`src/rtl/keypad_entry_if.sv`:
```
// Keypad entry bus: raw key lines in, entry register and status pulses out.
interface keypad_entry_if #(
    parameter int DIGITS = 4
) ();
    logic [9:0]                     keypad_buttons;
    logic                           backspace_btn;
    logic [4*DIGITS-1:0]            keypad_values;
    logic                           shift_pulse;
    logic [$clog2(DIGITS+1)-1:0]    digit_count;
    logic                           key_error;

    modport master (
        output keypad_buttons,
        output backspace_btn,
        input  keypad_values,
        input  shift_pulse,
        input  digit_count,
        input  key_error
    );

    modport slave (
        input  keypad_buttons,
        input  backspace_btn,
        output keypad_values,
        output shift_pulse,
        output digit_count,
        output key_error
    );
endinterface

```
`src/rtl/keypad_entry.sv`:
```
// Debounced 10-key keypad feeding a nibble shift register of entered digits.
// Optional backspace support is enabled by defining KEYPAD_BACKSPACE_EN.
module keypad_entry #(
    parameter int         DIGITS          = 4,
    parameter int         DEBOUNCE_CYCLES = 16,
    parameter logic [3:0] BLANK_CODE      = 4'hA
) (
    input  logic          clk,
    input  logic          reset_shift,
    keypad_entry_if.slave bus
);
    localparam int CNTW = $clog2(DEBOUNCE_CYCLES + 1);
    localparam int DCW  = $clog2(DIGITS + 1);
    localparam logic [CNTW-1:0] DB_LOAD = CNTW'(DEBOUNCE_CYCLES);
    localparam logic [CNTW-1:0] DB_LAST = CNTW'(1);
    localparam logic [DCW-1:0]  DC_MAX  = DCW'(DIGITS);

    typedef enum logic [1:0] {IDLE, PRESS_DB, HELD, RELEASE_DB} state_t;

    state_t              r_state, w_state_next;
    logic [9:0]          r_key_meta, r_key_sync;
    logic [1:0]          r_sync_vld;
    logic                r_armed;
    logic [CNTW-1:0]     r_cnt, w_cnt_next;
    logic [3:0]          r_code, w_code_next;
    logic                r_abort, w_abort_next;
    logic [4*DIGITS-1:0] r_vals, w_vals_next, w_vals_shl;
    logic [DCW-1:0]      r_dcnt, w_dcnt_next;
    logic                r_shift, w_shift_next;
    logic                r_err, w_err_next;
    logic [9:0]          w_latched;
    logic                w_onehot, w_zero, w_foreign;
    logic [3:0]          w_key_code;

    assign w_onehot  = $onehot(r_key_sync);
    assign w_zero    = (r_key_sync == 10'd0);
    assign w_latched = 10'b1 << r_code;
    assign w_foreign = |(r_key_sync & ~w_latched);

    always_comb begin
        w_key_code = 4'd0;
        for (int k = 0; k < 10; k++) begin
            if (r_key_sync[k]) w_key_code = 4'(k);
        end
    end

    genvar gi;
    generate
        for (gi = 0; gi < DIGITS; gi++) begin : g_shl
            if (gi == 0) begin : g_lsb
                assign w_vals_shl[3:0] = r_code;
            end else begin : g_up
                assign w_vals_shl[4*gi +: 4] = r_vals[4*(gi-1) +: 4];
            end
        end
    endgenerate

`ifdef KEYPAD_BACKSPACE_EN
    logic                r_bs_meta, r_bs_sync, r_bs_prev;
    logic                w_bs_edge;
    logic [4*DIGITS-1:0] w_vals_shr;

    // r_bs_prev holds high until the synchronizer carries real data, so a
    // button held through reset does not register as a fresh press.
    always_ff @(posedge clk or posedge reset_shift) begin
        if (reset_shift) begin
            r_bs_meta <= 1'b0;
            r_bs_sync <= 1'b0;
            r_bs_prev <= 1'b1;
        end else begin
            r_bs_meta <= bus.backspace_btn;
            r_bs_sync <= r_bs_meta;
            r_bs_prev <= r_sync_vld[1] ? r_bs_sync : 1'b1;
        end
    end

    assign w_bs_edge = r_bs_sync & ~r_bs_prev;

    generate
        for (gi = 0; gi < DIGITS; gi++) begin : g_shr
            if (gi == DIGITS - 1) begin : g_msb
                assign w_vals_shr[4*gi +: 4] = BLANK_CODE;
            end else begin : g_down
                assign w_vals_shr[4*gi +: 4] = r_vals[4*(gi+1) +: 4];
            end
        end
    endgenerate
`endif

    always_comb begin
        w_state_next = r_state;
        w_cnt_next   = r_cnt;
        w_code_next  = r_code;
        w_abort_next = r_abort;
        w_vals_next  = r_vals;
        w_dcnt_next  = r_dcnt;
        w_shift_next = 1'b0;
        w_err_next   = 1'b0;
        case (r_state)
            IDLE: begin
`ifdef KEYPAD_BACKSPACE_EN
                if (w_bs_edge && (r_dcnt != '0)) begin
                    w_vals_next  = w_vals_shr;
                    w_dcnt_next  = r_dcnt - DCW'(1);
                    w_shift_next = 1'b1;
                end else
`endif
                if (r_armed && w_onehot) begin
                    w_cnt_next   = DB_LOAD;
                    w_code_next  = w_key_code;
                    w_abort_next = 1'b0;
                    w_state_next = PRESS_DB;
                end
            end
            PRESS_DB: begin
                if (r_key_sync != w_latched) begin
                    w_state_next = IDLE;
                end else if (r_cnt == DB_LAST) begin
                    w_state_next = HELD;
                end else begin
                    w_cnt_next = r_cnt - DB_LAST;
                end
            end
            HELD: begin
                if (w_zero) begin
                    w_cnt_next   = DB_LOAD;
                    w_state_next = RELEASE_DB;
                end else if (w_foreign) begin
                    w_abort_next = 1'b1;
                end
            end
            RELEASE_DB: begin
                if (!w_zero) begin
                    w_state_next = HELD;
                end else if (r_cnt == DB_LAST) begin
                    w_state_next = IDLE;
                    if (r_abort) begin
                        w_err_next   = 1'b1;
                        w_abort_next = 1'b0;
                    end else begin
                        w_vals_next  = w_vals_shl;
                        w_shift_next = 1'b1;
                        if (r_dcnt != DC_MAX) w_dcnt_next = r_dcnt + DCW'(1);
                    end
                end else begin
                    w_cnt_next = r_cnt - DB_LAST;
                end
            end
            default: w_state_next = IDLE;
        endcase
    end

    // r_armed stays low after reset until the synchronized keys read all-zero,
    // so a key held across reset is never taken as a press.
    always_ff @(posedge clk or posedge reset_shift) begin
        if (reset_shift) begin
            r_key_meta <= 10'd0;
            r_key_sync <= 10'd0;
            r_sync_vld <= 2'b00;
            r_armed    <= 1'b0;
            r_state    <= IDLE;
            r_cnt      <= '0;
            r_code     <= 4'd0;
            r_abort    <= 1'b0;
            r_vals     <= {DIGITS{BLANK_CODE}};
            r_dcnt     <= '0;
            r_shift    <= 1'b0;
            r_err      <= 1'b0;
        end else begin
            r_key_meta <= bus.keypad_buttons;
            r_key_sync <= r_key_meta;
            r_sync_vld <= {r_sync_vld[0], 1'b1};
            r_armed    <= r_armed | (r_sync_vld[1] & w_zero);
            r_state    <= w_state_next;
            r_cnt      <= w_cnt_next;
            r_code     <= w_code_next;
            r_abort    <= w_abort_next;
            r_vals     <= w_vals_next;
            r_dcnt     <= w_dcnt_next;
            r_shift    <= w_shift_next;
            r_err      <= w_err_next;
        end
    end

    assign bus.keypad_values = r_vals;
    assign bus.shift_pulse   = r_shift;
    assign bus.digit_count   = r_dcnt;
    assign bus.key_error     = r_err;
endmodule
```
`src/flat_wrapper.sv`:
```
// flat-port wrapper written by rule: the top's interface ports become plain ports
module keypad_entry_flat 
#(
    parameter int         DIGITS          = 4,
    parameter int         DEBOUNCE_CYCLES = 16,
    parameter logic [3:0] BLANK_CODE      = 4'hA
)
  (clk, reset_shift, bus_keypad_buttons, bus_backspace_btn, bus_keypad_values, bus_shift_pulse, bus_digit_count, bus_key_error);
  keypad_entry_if #(.DIGITS(DIGITS)) bus_i ();
  input  logic clk;
  input  logic reset_shift;
  input wire logic [$bits(bus_i.keypad_buttons)-1:0] bus_keypad_buttons;
  input wire logic [$bits(bus_i.backspace_btn)-1:0] bus_backspace_btn;
  output wire logic [$bits(bus_i.keypad_values)-1:0] bus_keypad_values;
  output wire logic [$bits(bus_i.shift_pulse)-1:0] bus_shift_pulse;
  output wire logic [$bits(bus_i.digit_count)-1:0] bus_digit_count;
  output wire logic [$bits(bus_i.key_error)-1:0] bus_key_error;
  assign bus_i.keypad_buttons = bus_keypad_buttons;
  assign bus_i.backspace_btn = bus_backspace_btn;
  assign bus_keypad_values = bus_i.keypad_values;
  assign bus_shift_pulse = bus_i.shift_pulse;
  assign bus_digit_count = bus_i.digit_count;
  assign bus_key_error = bus_i.key_error;
  keypad_entry #(.DIGITS(DIGITS), .DEBOUNCE_CYCLES(DEBOUNCE_CYCLES), .BLANK_CODE(BLANK_CODE)) u_core (.clk(clk), .reset_shift(reset_shift), .bus(bus_i));
endmodule
```
`config.mk`:
```
export PLATFORM = sky130hd
export DESIGN_NAME = keypad_entry_flat
export DESIGN_NICKNAME = d
export VERILOG_FILES = /design/src/rtl/keypad_entry_if.sv /design/src/rtl/keypad_entry.sv /design/src/flat_wrapper.sv
export SDC_FILE = /design/constraint.sdc
export NUM_CORES = 1
export LEC_CHECK = 0
export ABC_AREA = 1
export BUFFER_PORTS_ARGS = -buffer_cell sky130_fd_sc_hd__buf_2
export CAP_MARGIN = 25
export CORE_ASPECT_RATIO = 1.4
export CORE_MARGIN = 8
export CORE_UTILIZATION = 36
export CTS_CLUSTER_SIZE = 24
export DETAILED_ROUTE_END_ITERATION = 6
export PLACE_DENSITY = 0.53
export SYNTH_ARGS = -nofsm -noshare
export SYNTH_HDL_FRONTEND = slang
export SYNTH_SLANG_ARGS = --single-unit
export TNS_END_PERCENT = 20
```
`constraint.sdc`:
```
create_clock -name clk -period 3.62 [get_ports clk]
set_input_delay 1.086 -clock clk [delete_from_list [all_inputs] [get_ports clk]]
set_output_delay 1.086 -clock clk [all_outputs]
set_load 0.05 [all_outputs]
```
==> Yosys cells after proc, flatten, opt, wreduce, memory -nomap -nowiden <==
Index checks and enable logic that the tools add are counted.
{ "op_classes": {"addsub": 11, "n_eq_ne": 16, "n_shift": 1, "mux": 36, "bitwise": 5, "n_reduce_logical": 11} }
{ "op_table": {"columns": ["op", "count"], "rows": [
  ["5-bit 2-to-1 mux", 5],
  ["5-bit case mux with 4 select lines", 1],
  ["4-bit adder", 4],
  ["2-bit 2-to-1 mux", 8],
  ["1-bit 2-to-1 mux", 14],
  ["3-bit 2-to-1 mux", 4],
  ["4-bit AND reduction", 3],
  ["1-bit by 1-bit adder with 2-bit output", 5],
  ["10-bit bitwise AND", 1],
  ["10-bit zero test", 1],
  ["10-bit inequality test", 1],
  ["2-bit by 1-bit inequality test with 1-bit output, second input constant", 5],
  ["10-bit NOT", 1],
  ["10-bit OR reduction", 1],
  ["1-bit by 4-bit << shifter with 10-bit output, first input constant", 1],
  ["4-bit 2-to-1 mux", 2],
  ["2-bit case mux with 4 select lines", 1],
  ["3-bit inequality test, second input constant", 2],
  ["6-bit AND reduction", 1],
  ["5-bit by 1-bit == test with 1-bit output, second input constant", 1],
  ["5-bit AND reduction", 1],
  ["5-bit by 1-bit subtractor with 5-bit output, second input constant", 1],
  ["2-bit == test, second input constant", 2],
  ["4-bit by 1-bit == test with 1-bit output, second input constant", 1],
  ["other kinds (12)", 13]
]} }
{ "word_totals": {"ff_bits": 56, "in_bits": 13, "wordCells": 92} }

==> Longest topological paths before layout <==
Gate-level depths: netlist (run 1).
{ "logic_depth": {"ltp_word": 9, "depth_mapped": 18} }

==> Worst setup path after synthesis (run 1) <==
Ideal clock, no wire load.
{ "synth_timing": {"path_type": "register -> register", "start": "register u_core.r_key_sync[2]", "end": "register u_core.r_cnt[4]", "setup_time_ps": 123, "t_arrival_ps": 3149, "t_required_ps": 3497, "slack_ps": 348, "stages_incl_launch_ff": 18, "period_less_slack_ps": 3272, "path_cell_list": "dfrtp_1 inv_1 ha_1 inv_1 fa_1 fa_1 inv_1 fa_1 inv_1 fa_1 nand2_1 nor2_1 nand3_1 nand2_1 nand2_1 nor2_2 nand2_1 nand2_1"} }
{ "synth_between": {"elab_chain_len": 8, "elab_cells_between_ends": 13, "classes_between": "add/sub (4); eq/ne (6); reduce/logical (3)"} }
{ "synth_rtl": {"columns": ["item", "line_no", "rtl"], "rows": [
  ["start: declaration", "keypad_entry.sv:21", "logic [9:0] r_key_meta, r_key_sync;"],
  ["start signal: assignment", "keypad_entry.sv:171", "r_key_sync <= r_key_meta;"],
  ["1-bit by 1-bit adder with 2-bit output (not written as such)", "keypad_entry.sv:35", "assign w_onehot = $onehot(r_key_sync);"],
  ["4-bit adder (not written as such) (3 in series)", "keypad_entry.sv:35", null],
  ["4-bit by 1-bit == test with 1-bit output", "keypad_entry.sv:35", null],
  ["1-bit logical AND", "keypad_entry.sv:108", "if (r_armed && w_onehot) begin"],
  ["2-bit by 1-bit inequality test with 1-bit output (no source line)", null, null],
  ["4-bit AND reduction (no source line) (*)", null, null],
  ["end signal: assignment", "keypad_entry.sv:175", "r_cnt <= w_cnt_next;"],
  ["end: declaration", "keypad_entry.sv:24", "logic [CNTW-1:0] r_cnt, w_cnt_next;"]
]} }
Mark *: on every way between the ends. The rest lies on a longest branch, timed or not.
A chain may end at the register's enable or synchronous reset.

==> Worst setup path in the final report (run 1) <==
{ "layout_timing": {"start": "register u_core.r_key_sync[0]", "end": "register u_core.r_cnt[4]"} }
The elaborated chain is that of the path after synthesis.

==> results of run 1 <==
-- sequential cells by signal, summed over array words and instances (netlist names) --
register	count
u_core.bus.keypad_values	16
u_core.r_key_meta	10
u_core.r_key_sync	10
u_core.r_cnt	5
u_core.r_code	4
u_core.bus.digit_count	3
u_core.r_state	2
u_core.r_sync_vld	2
u_core.bus.key_error	1
u_core.bus.shift_pulse	1
u_core.r_abort	1
u_core.r_armed	1
-- worst paths after layout --
path	startpoint	endpoint	slack, ns	cells past startpoint
worst min register to register	u_core.r_key_meta[3]	u_core.r_key_sync[3]	0.35	0
min in group asynchronous	reset_shift	u_core.r_abort	0.86	2
max in group asynchronous	reset_shift	u_core.bus.keypad_values[1]	2.12	3
worst max-delay path	u_core.r_key_sync[0]	u_core.r_cnt[4]	0.24	17
worst max register to register	u_core.r_key_sync[0]	u_core.r_cnt[4]	0.24	17
worst min-delay path	u_core.r_key_meta[3]	u_core.r_key_sync[3]	0.35	0
-- metal layers --
| layer | vias up | wire, um |
|---|---|---|
| li1 | 1049 | - |
| met1 | 921 | 2230 |
| met2 | 31 | 2580 |
| met3 | 7 | 240 |
| met4 | 0 | 105 |
| met5 | - | 0 |
-- where the power goes --
| part | internal (W) | total, W | switching, W |
|---|---|---|---|
| registers | 0.000663 | 0.000704 | 0.0000409 |
| logic | 0.000109 | 0.000279 | 0.000169 |
| clock network | 0.000259 | 0.000490 | 0.000230 |
| total | 0.00103 | 0.00147 | 0.000440 |
-- synth_stat cells, types with 2 or more instances --
library cell / count / area share
nor3_1: 2 / 0.0034
fa_1: 6 / 0.041
nor2_1: 28 / 0.036
dfstp_2: 8 / 0.072
nand2_1: 80 / 0.10
nand2_2: 6 / 0.013
dfrtp_1: 48 / 0.41
inv_2: 2 / 0.0026
o21ai_2: 5 / 0.015
xor2_1: 4 / 0.012
a21oi_1: 3 / 0.0052
ha_1: 27 / 0.12
nor2_4: 4 / 0.015
nor2_2: 2 / 0.0043
o21ai_0: 18 / 0.031
inv_1: 44 / 0.057
nand3_1: 8 / 0.014
-- final cells by class --
type,instances,area [um^2]
repair buffers,41,240
well taps,102,128
clock buffers,5,125
inverters,47,178
flip-flops and latches,56,1410
fillers,799,4600
multi-input cells,206,1300
clock inverters,3,22.5
-- per-stage QoR --
stage          total power, W  std cells  worst slack [ns]
2_1_floorplan        0.000917        312             0.348
3_3_place_gp         0.000981        447             0.129
3_5_place_dp         0.000988        447             0.103
4_1_cts               0.00149        455            0.0952
5_1_grt               0.00159        460          0.000206
6_report              0.00147        460             0.240
-- cells in the final DEF, fill, tap and decap left out, types with 2 or more instances in the layout --
master,n
nor2_4,4
a21oi_1,3
inv_1,43
nand3_1,8
nand2_1,78
nor2_1,27
clkinv_2,2
xor2_1,4
nand2_4,2
nor2_2,3
o21ai_1,4
dfstp_2,8
nand2_2,7
dfrtp_1,48
buf_2,32
inv_2,3
fa_1,6
clkbuf_16,5
buf_4,8
ha_1,27
o21ai_2,5
o21ai_0,15
nor3_1,2
-- repair_timing --
action,4_1_cts,5_1_grt
resized for setup,0,7
setup endpoints to repair,0,9
setup buffers,0,5
-- critical path: stages, from the launching register on --
cell     delay, ns
dfrtp_1       0.40
inv_1         0.06
ha_1          0.27
inv_1         0.05
fa_1          0.48
fa_1          0.50
inv_1         0.06
fa_1          0.40
inv_1         0.08
fa_1          0.40
nand2_1       0.08
nor2_2        0.05
nand3_1       0.10
nand2_2       0.10
nand2_4       0.12
nor2_2        0.04
nand2_1       0.06
nand2_1       0.05
-- cells by family (layout without fill, tap and decap cells) --
family	count (synthesis)	in the layout	synth area share
compound gates	30	30	0.0605
xor+xnor	5	5	0.0150
fa+ha+maj	33	33	0.157
buf+inv	50	96	0.0743
flops	56	56	0.484
other cells	1	1	0.00129
simple gates	137	137	0.207
==> run_results.csv, run 1 <==
group,metric,value,unit
clock_network,cts_made_buffers,5,
die,die_y,122,um
clock_network,cts.sinks,56,
drt,ant_nets,0,
drt,wl_per_cell,11.2,um
timing,tns,0,ns
critical_path,start_kind,"register",
worst_hold_path,hp-class,"register to register",
cells_and_area,nets,403,
synthesis,yosysSeqAreaShare,0.484,
timing,worst_pin_slew,0.627,ns
placement,placed_area,3210,um^2
synthesis,ys_types,34,
timing,slew_headroom,0.581,
synthesis,synth_edf_count,0,
synthesis,synth_warnings,0,
die,io_pins,34,
global_route,use_met2,0.178,
clock_network,clk_pin_slew,0.07,ns
timing,rsz0062_at_grt,"false",
timing,max_freq,296,MHz
drt,num_vias,2008,
critical_path,path_class,"register to register",
die,fp.dieW,92.0,um
status,status,"complete, no violations",
placement,dpl.hpwl,3.95,mm
synthesis,syn_area,2910,um^2
power_and_ir_drop,powerDensity,433,nW/um^2
global_route,grt_first_pass_wirelength,9.09,mm
die,die_area,11300,um^2
timing,hold-worst-slack,0.348,ns
die,num_rows,39,
timing,min_period,3.38,ns
power_and_ir_drop,total_leakage_power,1.73,nW
drt,wirelength,5.15,mm
synthesis,ys_ff_latch,56,
drt,drc,0,
global_route,grt_pass1_vias,2042,
cells_and_area,diodes,0,
critical_path,cp.arrival,3.57,ns
synthesis,synthesis.instances,312,
global_route,top_usage_layer,"met2",
drt,dr.first_iter.drc_count,93,
timing,min_period_over_period,0.934,
synthesis,yosys_most_used_dff,"dfrtp_1",
global_route,grt_util_all_layers,0.101,
clock_network,cts_tree,"built",
synthesis,avgSynthCellArea,9.34,um^2
placement,finalWeightedCongestion,0.773,
clock_network,hold_buffers,0,
timing,slew_viol_final,0,
synthesis,syn_nets,358,
cells_and_area,stdcell_area,3400,um^2
timing,finalHoldViolations,0,
placement,io_buffers,32,
power_and_ir_drop,peakVddDrop,0.000233,V
die,core,8000,um^2
clock_network,htreeDepth,2,
clock_network,clk-insertion-delay-late,0.30,ns
clock_network,clock_path_buffers,2,
critical_path,path_max_fanout,6,
synthesis,synthArstFlopShare,1.00,
cells_and_area,area_growth,16.8,%
drt,via_per_inst,4.37,
flow_run,maxCapViolCount,0,
critical_path,cp.required,3.81,ns
global_route,grt_overflow,0,
global_route,grt_use_met1,0.112,
cells_and_area,post-route-util,0.425,
drt,first_pass_iters,4,
global_route,antenna_found_initial,0,
clock_network,cts.root.buffer_cell,"clkbuf_16",
critical_path,endpoint_kind,"register",
global_route,grt_max_degree,30,
global_route,grtUsageMet3,0.0275,
timing,finClkSkew,0.00470,ns
cells_and_area,layout-drive-gt1-share,0.235,
die,start_util,0.364,
timing,setup-violations-final,0,
Power figures use the tool's default switching activity.
==> run 2, diff against run 1 <==
--- a/config.mk
+++ b/config.mk
@@ -7,8 +7,7 @@
 export LEC_CHECK = 0
 export ABC_AREA = 1
 export BUFFER_PORTS_ARGS = -buffer_cell sky130_fd_sc_hd__buf_2
-export CAP_MARGIN = 25
-export CORE_ASPECT_RATIO = 1.4
+export CAP_MARGIN = 5
 export CORE_MARGIN = 8
 export CORE_UTILIZATION = 36
 export CTS_CLUSTER_SIZE = 24
==> run 2 against run 1 <==
Compared with the run above: count of clock-buffer cells in the layout is the same; sequential power hardly changed; routed wire length rose by 3.2%; sequential share of layout area up 0.51 points; global-route usage shrank 0.085 points; cell area decreased by 1.2%; worst hold slack gained 0.0095 ns; worst setup slack got worse by 0.012 ns; via count rose by 3.2%; first-iteration DRC count shrank 30%; non-clock buffer count increased by 1; critical path depth down 1; critical path type unchanged; critical endpoint is now u_core.r_state[1]; largest cell class unchanged; highest routed layer unchanged.
==> run_results.csv, run 2 (same netlist as run 1, synthesis figures left out) <==
group,metric,value,unit
status,status,"complete, no violations",
worst_hold_path,hp-class,"register to register",
timing,finClkSkew,0.0115,ns
global_route,grt_pass1_vias,2045,
drt,first_pass_iters,4,
placement,io_buffers,32,
power_and_ir_drop,total_leakage_power,1.71,nW
clock_network,clk_pin_slew,0.10,ns
die,die_y,106,um
critical_path,cp.arrival,3.60,ns
global_route,grt_max_degree,24,
die,io_pins,34,
critical_path,path_max_fanout,3,
global_route,grt_overflow,0,
power_and_ir_drop,powerDensity,402,nW/um^2
cells_and_area,nets,404,
power_and_ir_drop,peakVddDrop,0.000173,V
cells_and_area,layout-drive-gt1-share,0.242,
drt,dr.first_iter.drc_count,65,
critical_path,cp.required,3.83,ns
cells_and_area,final_common_cell,"nand2_1",
drt,drc,0,
die,start_util,0.364,
die,core,8010,um^2
timing,finalHoldViolations,0,
flow_run,maxCapViolCount,0,
timing,worst_pin_slew,0.498,ns
drt,wirelength,5.32,mm
cells_and_area,diodes,0,
placement,placed_area,3210,um^2
global_route,antenna_found_initial,0,
die,fp.dieW,106,um
clock_network,clk-insertion-delay-late,0.32,ns
critical_path,start_kind,"register",
clock_network,clock_path_buffers,2,
cells_and_area,stdcell_area,3360,um^2
clock_network,cts.sinks,56,
cells_and_area,most-common-layout-cells,"78 x nand2_1, 48 x dfrtp_1, 43 x inv_1",
timing,rsz0062_at_grt,"false",
global_route,grt_first_pass_wirelength,9.32,mm
timing,min_period_over_period,0.937,
timing,setup-violations-final,0,
drt,wl_per_cell,11.5,um
clock_network,htreeDepth,2,
timing,max_freq,295,MHz
critical_path,path_class,"register to register",
timing,slew_headroom,0.667,
drt,num_vias,2072,
cells_and_area,area_growth,15.4,%
die,num_rows,33,
clock_network,cts_made_buffers,5,
timing,slew_viol_final,0,
timing,tns,0,ns
clock_network,hold_buffers,0,
global_route,grt_util_all_layers,0.100,
clock_network,cts_tree,"built",
critical_path,endpoint_kind,"register",
drt,via_per_inst,4.47,
placement,dpl.hpwl,4.14,mm
die,die_area,11200,um^2
placement,finalWeightedCongestion,0.785,
drt,ant_nets,0,
timing,min_period,3.39,ns
clock_network,cts.root.buffer_cell,"clkbuf_8",
cells_and_area,largest_reg_flops,16,
run 2: changes by cell type in the layout (fill, tap and decap cells not counted):
cell,previous run,this run
clkbuf_16,5,0
nand2_2,7,6
clkbuf_8,0,5
inv_6,1,2
clkinv_2,2,1
buf_4,8,10
nand3_2,1,2
buf_12,1,0
nand2_4,2,3
fa_2,0,1
nand3_1,8,7
fa_1,6,5
run 2: path summary, 6_finish.rpt:
| check | slack, ns | startpoint | endpoint | depth (start not counted) |
|---|---|---|---|---|
| worst max-delay path | 0.23 | u_core.r_key_sync[0] | u_core.r_state[1] | 16 |
| min in group asynchronous | 0.78 | reset_shift | u_core.r_cnt[2] | 2 |
| worst min-delay path | 0.36 | u_core.r_key_meta[2] | u_core.r_key_sync[2] | 0 |
| worst min register to register | 0.36 | u_core.r_key_meta[2] | u_core.r_key_sync[2] | 0 |
| max in group asynchronous | 2.19 | reset_shift | u_core.bus.keypad_values[7] | 3 |
| worst max register to register | 0.23 | u_core.r_key_sync[0] | u_core.r_state[1] | 16 |
run 2: report_power, final:
part | internal (W) | leakage, nW | total, W | switching (W)
combinational | 0.000110 | 0.962 | 0.000285 | 0.000175
clock | 0.000143 | 0.0491 | 0.000361 | 0.000218
sequential | 0.000663 | 0.698 | 0.000705 | 0.0000418
total | 0.000916 | 1.71 | 0.00135 | 0.000434
run 2: per-layer routing:
| metal | wire length [um] | up-vias | GRT usage |
|---|---|---|---|
| met5 | 0 | - | 0 |
| met4 | 95 | 0 | 0.0472 |
| met3 | 321 | 7 | 0.0260 |
| met2 | 2340 | 47 | 0.159 |
| li1 | - | 1051 | - |
| met1 | 2560 | 967 | 0.125 |
run 2: final cells by class:
type	instances	area, um^2
clock buffers	5	68.8
clock inverters	3	26.3
fillers	810	4650
inverters	47	178
multi-input cells	206	1310
flip-flops and latches	56	1410
well taps	105	131
repair buffers	42	235
run 2: repair_timing:
action                     4_1_cts  5_1_grt
resized for setup                0       10
buffers inserted                 0        4
setup endpoints to repair        0       12
run 2: per-stage QoR:
step	setup slack, ns	power (W)	instances	hold slack, ns	util
global route	0.0162	0.00145	464	0.364	0.420
finish	0.228	0.00135	464	0.357	0.420
global placement	0.134	0.000979	452	0.332	0.401
detailed placement	0.0796	0.000989	452	0.336	0.401
CTS	0.0731	0.00136	460	0.361	0.413
floorplan	0.348	0.000917	312	0.331	-
run 2: critical path: stages, from the launching register on:
cell and delay (ns):
dfrtp_1 0.40, inv_1 0.06, ha_1 0.29, inv_1 0.06, fa_1 0.55, fa_1 0.41, inv_1 0.09, fa_2 0.20
inv_1 0.05, fa_1 0.48, nand2_1 0.06, nor2_2 0.13, nand3_2 0.12, a21oi_1 0.21, nand2_1 0.08, nand2_1 0.06
nand2_1 0.05
